[src/rtl/alu_share_ctrl.sv]
// Arbitrates two issue units onto one shared combinational ALU: round-robin grant,
// registered operand drive, fixed settle wait, registered result. Option: ALU_SHARE_SLT_EN.
module alu_share_ctrl #(
    parameter int WIDTH  = 32,
    parameter int SETTLE = 2
) (
    input  logic             clk,
    input  logic             reset,
    input  logic [1:0]       req_valid,
    output logic [1:0]       req_ready,
    input  logic [WIDTH-1:0] req_a0,
    input  logic [WIDTH-1:0] req_b0,
    input  logic [WIDTH-1:0] req_a1,
    input  logic [WIDTH-1:0] req_b1,
    input  logic [2:0]       req_op0,
    input  logic [2:0]       req_op1,
    output logic [WIDTH-1:0] alu_a,
    output logic [WIDTH-1:0] alu_b,
    output logic [2:0]       alu_op,
    input  logic [WIDTH-1:0] alu_result,
    input  logic             alu_cout,
    input  logic             alu_zero,
    input  logic             alu_set,
    input  logic             alu_overflow,
    output logic             rsp_valid,
    input  logic             rsp_ready,
    output logic             rsp_id,
    output logic [WIDTH-1:0] rsp_result,
    output logic [3:0]       rsp_flags,
    output logic [1:0]       state_dbg
);

    // Handshakes: a transfer happens on any rising edge where valid and ready are both high;
    // a ready bit never depends on anything but state and the current valids.
    typedef enum logic [1:0] {
        IDLE = 2'd0,
        EXEC = 2'd1,
        RESP = 2'd2
    } state_t;

    state_t     state;
    logic       last_grant;
    logic [3:0] settle_cnt;
    logic       grant;
    logic [2:0] sel_op;
    logic [2:0] drive_op;
`ifdef ALU_SHARE_SLT_EN
    logic       slt_q;
    logic       sel_slt;
`endif

    assign state_dbg = state;

    always_comb begin
        grant = req_valid[1];
        if (req_valid == 2'b11) grant = ~last_grant;
    end

    always_comb begin
        req_ready = 2'b00;
        if (state == IDLE && !reset) req_ready = req_valid & (grant ? 2'b10 : 2'b01);
    end

    assign sel_op = grant ? req_op1 : req_op0;

`ifdef ALU_SHARE_SLT_EN
    // Set-less-than rides on a subtract; the ALU's set flag becomes the result.
    assign sel_slt  = (sel_op == 3'b111);
    assign drive_op = sel_slt ? 3'b110 : sel_op;
`else
    assign drive_op = sel_op;
`endif

    always_ff @(posedge clk or posedge reset) begin
        if (reset) begin
            state      <= IDLE;
            last_grant <= 1'b1;
            settle_cnt <= 4'd0;
            alu_a      <= '0;
            alu_b      <= '0;
            alu_op     <= 3'b000;
            rsp_valid  <= 1'b0;
            rsp_id     <= 1'b0;
            rsp_result <= '0;
            rsp_flags  <= 4'b0000;
`ifdef ALU_SHARE_SLT_EN
            slt_q      <= 1'b0;
`endif
        end else begin
            case (state)
                IDLE: begin
                    if (|(req_valid & req_ready)) begin
                        alu_a      <= grant ? req_a1 : req_a0;
                        alu_b      <= grant ? req_b1 : req_b0;
                        alu_op     <= drive_op;
                        rsp_id     <= grant;
                        last_grant <= grant;
                        settle_cnt <= 4'(SETTLE - 1);
`ifdef ALU_SHARE_SLT_EN
                        slt_q      <= sel_slt;
`endif
                        state      <= EXEC;
                    end
                end
                EXEC: begin
                    if (settle_cnt == 4'd0) begin
`ifdef ALU_SHARE_SLT_EN
                        rsp_result <= slt_q ? {{(WIDTH-1){1'b0}}, alu_set} : alu_result;
`else
                        rsp_result <= alu_result;
`endif
                        rsp_flags  <= {alu_overflow, alu_set, alu_zero, alu_cout};
                        rsp_valid  <= 1'b1;
                        state      <= RESP;
                    end else begin
                        settle_cnt <= settle_cnt - 4'd1;
                    end
                end
                RESP: begin
                    if (rsp_ready) begin
                        rsp_valid <= 1'b0;
                        state     <= IDLE;
                    end
                end
                default: state <= IDLE;
            endcase
        end
    end

endmodule

[config.mk]
export PLATFORM = sky130hd
export DESIGN_NAME = alu_share_ctrl
export DESIGN_NICKNAME = d
export VERILOG_FILES = /design/src/rtl/alu_share_ctrl.sv
export SDC_FILE = /design/constraint.sdc
export NUM_CORES = 1
export LEC_CHECK = 0
export BUFFER_PORTS_ARGS = -buffer_cell sky130_fd_sc_hd__buf_2
export CORE_MARGIN = 5
export CORE_UTILIZATION = 40
export CTS_CLUSTER_SIZE = 24
export DETAILED_ROUTE_END_ITERATION = 8
export MAX_ROUTING_LAYER = met4
export PLACE_DENSITY = 0.76
export REMOVE_ABC_BUFFERS = 1
export SETUP_SLACK_MARGIN = 0.2
export SYNTH_ARGS = -nofsm -noshare
export SYNTH_HDL_FRONTEND = slang
export SYNTH_SLANG_ARGS = --single-unit
[constraint.sdc]
create_clock -name clk -period 4 [get_ports clk]
set_input_delay 0.8 -clock clk [delete_from_list [all_inputs] [get_ports clk]]
set_output_delay 0.8 -clock clk [all_outputs]
set_load 0.05 [all_outputs]
==> summary.txt <==
Die
  – Core ar.: around 0.013 mm²
  – Die width: around 120 µm
  – Chip height: 124 µm
  – Initial Util: between 40% and 50%
  – Ports: 284
  – Die ar.: 0.0154 mm²
  – Site Rows: a little over 40

Place
  – Placer congestion estimate: 0.768
  – PortBufs: ~280
  – Hpwl dp: 10.3 mm
  – Setup slack at placement: 1320 ps

STA
  – Period utilization: 64.1%
  – Setup WS post-layout: ~1400 ps
  – Fin. Hold Viols: 0
  – RSZ-0062 raised after global routing: no
  – Skew final: roughly 8.6 ps
  – Slew Viols, Final: 0
  – Slew headroom: a little under a third
  – Sum of negative setup slack: 0 ps
  – Final Critical Period: ~2600 ps
  – Tightest Pin Transition: approximately 1000 ps
  – Fin Hold WS: 492 ps
  – Fmax achieved: between 300 and 400 MHz
  – Setup violators final: 0

Setup path
  – Crit path max fanout: 9
  – R2r setup slk: ~1800 ps
  – Crit path DAT: around 1800 ps
  – Worst path required time: about 3200 ps
  – Worst r2r src: state_dbg[0]$_DFFE_PP0P_
  – Max stage delay on crit path: between 300 and 400 ps
  – Setup CP Type: input port to output port
  – CP delay by family, top: buffers and inverters
  – Crit path buffers/inverters: 2
  – Worst reg2reg path depth: 4
  – Top cell by count, worst path: buf_2
  – Slowest library cell on the worst path: a21boi_4
  – Worst path depth: 4
  – Crit-path cells: buf_2 -> a21boi_4 -> and2_1 -> buf_2
  – CP endpoint kind: output port
  – Setup crit start kind: input port
  – Worst reg2reg path endpoint: alu_b[19]$_DFFE_PP0P_

Routing
  – DR pass1 iterations: 4
  – Vias: roughly 3700
  – Post-DR vias/cell: roughly 4.7
  – WL final: ~13 mm
  – Routed len/inst: between 15 and 20 µm
  – Initial DRC count: 92
  – Detail Route Antenna Nets: 0
  – Remaining DRCs: 0

Hold path
  – Hold path start: rsp_id$_DFFE_PP0P_
  – Worst Hold Path EP: rsp_id$_DFFE_PP0P_
  – Worst Hold Class: register to register
  – Hold Path Depth: 1

Status
  – Outcome: completed

Yosys
  – XOR/XNOR Fraction of Synth Area: 0%
  – Synthesized-area fraction occupied by and/or/nand/nor cells: 2.46%
  – Yosys warnings: 0
  – Synth area leaders: dfrtp_1 (53%), mux2_2 (32%), mux2_4 (5.5%)
  – Mean Syn Cell Area: 15.4 µm²
  – Flops & latches, synth: about 110
  – Synth area leader: dfrtp_1
  – Number of synthesized flops with an enable pin: 0
  – Most frequent cell after synthesis: mux2_2
  – Synthesized area: between 0.005 and 0.006 mm²
  – Netlist cell types: 35
  – Asr flop ratio synth: 100%
  – Post-Synth Adder-Cell Area: less than 1%
  – Sequential area share after synthesis: a little over half
  – Mux cell area share after synthesis: 38.6%
  – Synth Flop Type: dfrtp_1
  – Complex-gate fraction of the synthesized area: ~1.6%
  – Synth Instances: about 340
  – Top post-synthesis cells by count: mux2_2 (150), dfrtp_1 (111), mux2_4 (19)
  – Largest family of logic cells by synthesized area: multiplexers
  – Area share of the largest cell type after synthesis: a little over half

Final layout
  – Fillcell total: 1062
  – Final Util: 55.7%
  – Diodes inserted: 0
  – Area growth syn-to-layout: 35.8%
  – Layout cell share with drive strength beyond 1: between 70% and 80%
  – NumNets Final: just under 800

GRT
  – GRT overflow: 0
  – Largest net degree at the start of global routing: 87
  – Global-route wire length before repair: about 19 mm
  – Vias in the first global route: around 4000
  – GRT Resource Usage Total: between 10% and 20%
  – Antenna violations before repair: 0

Clock network
  – Setup Buffers After CTS: 0
  – # hold bufs at CTS: 0
  – Post-CTS Resized: 0
  – CTS root buffer: clkbuf_16
  – H-tree depth: 3
  – CTS tree: yes
  – Clock Latency Late Sink: between 300 and 400 ps
  – CTS max path bufs: 2
  – CTS Buf Count: 9
  – Clock sink count: 112
  – Clock transition at path regs: 70 ps

Pwr
  – Peak VDD IR: 0.729 mV
  – Pwr Total: ~7 mW
  – LEAKAGE: about 3.5 nW
  – Cell Pwr Density: between 900 and 1000 mW/mm²

Job
  – # Max-Cap Violations: 0
worst max path at each step:
stage | startpoint | endpoint | slack, ps
after floorplan | req_valid[0] | req_ready[0] | -330
after global placement | reset | alu_b[28]$_DFFE_PP0P_ | 1380
after detailed placement | reset | alu_b[19]$_DFFE_PP0P_ | 1320
after CTS | req_valid[0] | req_ready[1] | 1410
after global routing | reset | req_ready[0] | 1340
final | req_valid[0] | req_ready[1] | 1430
final cells by class:
cell class	count	area (µm²)	share of cell area (%)
sequential	112	2800	39.7
clock inverter	4	52.6	0.744
tap	172	215	3.05
inverter	3	13.8	0.195
timing repair buffer	287	1470	20.8
clock buffer	11	253	3.58
multi-input combinational	205	2250	31.9
layout by cell type (no fill, tap or decap), types with 3 or more instances in the layout:
cell type,instances
mux2_2,150
nor2_1,3
nand2_1,3
clkbuf_16,9
dfrtp_1,111
buf_2,283
mux2_4,19
sequential cells by signal (all words and copies together), names as in the netlist:
register and flops:
state_dbg 2, alu_op 3, rsp_id 1, rsp_valid 1, alu_b 32, settle_cnt 4
last_grant 1, alu_a 32, rsp_result 32, rsp_flags 4
layer usage:
layer	vias up	track usage, %	part of all wire, %
met2	194	28.6	49
met1	1742	19.0	39
li1	1772	-	-
met4	0	5.75	1.5
met3	16	5.00	11
met5	-	-	0
stage by stage:
| stage | instance area [µm²] | cells |
|---|---|---|
| after global routing | 7060 | 794 |
| after detailed placement | 6750 | 779 |
| after CTS | 7060 | 794 |
| final | 7060 | 794 |
| after floorplan | 5060 | 320 |
| after global placement | 6750 | 779 |
report_power, final:
group	switching (mW)	internal, mW	leakage (nW)	total, mW
clock	0.398	0.519	0.152	0.917
sequential	0.326	1.72	1.32	2.05
combinational	2.76	1.26	2.00	4.02
kinds of logic after synthesis:
group                    after synthesis
multiplexers                         172
flip-flops                           112
buffers and inverters                 20
AND/OR/NAND/NOR                       19
AO/OA/AOI/OAI                         12
adder cells (fa/ha/maj)                2
Power figures use the tool's default switching activity.
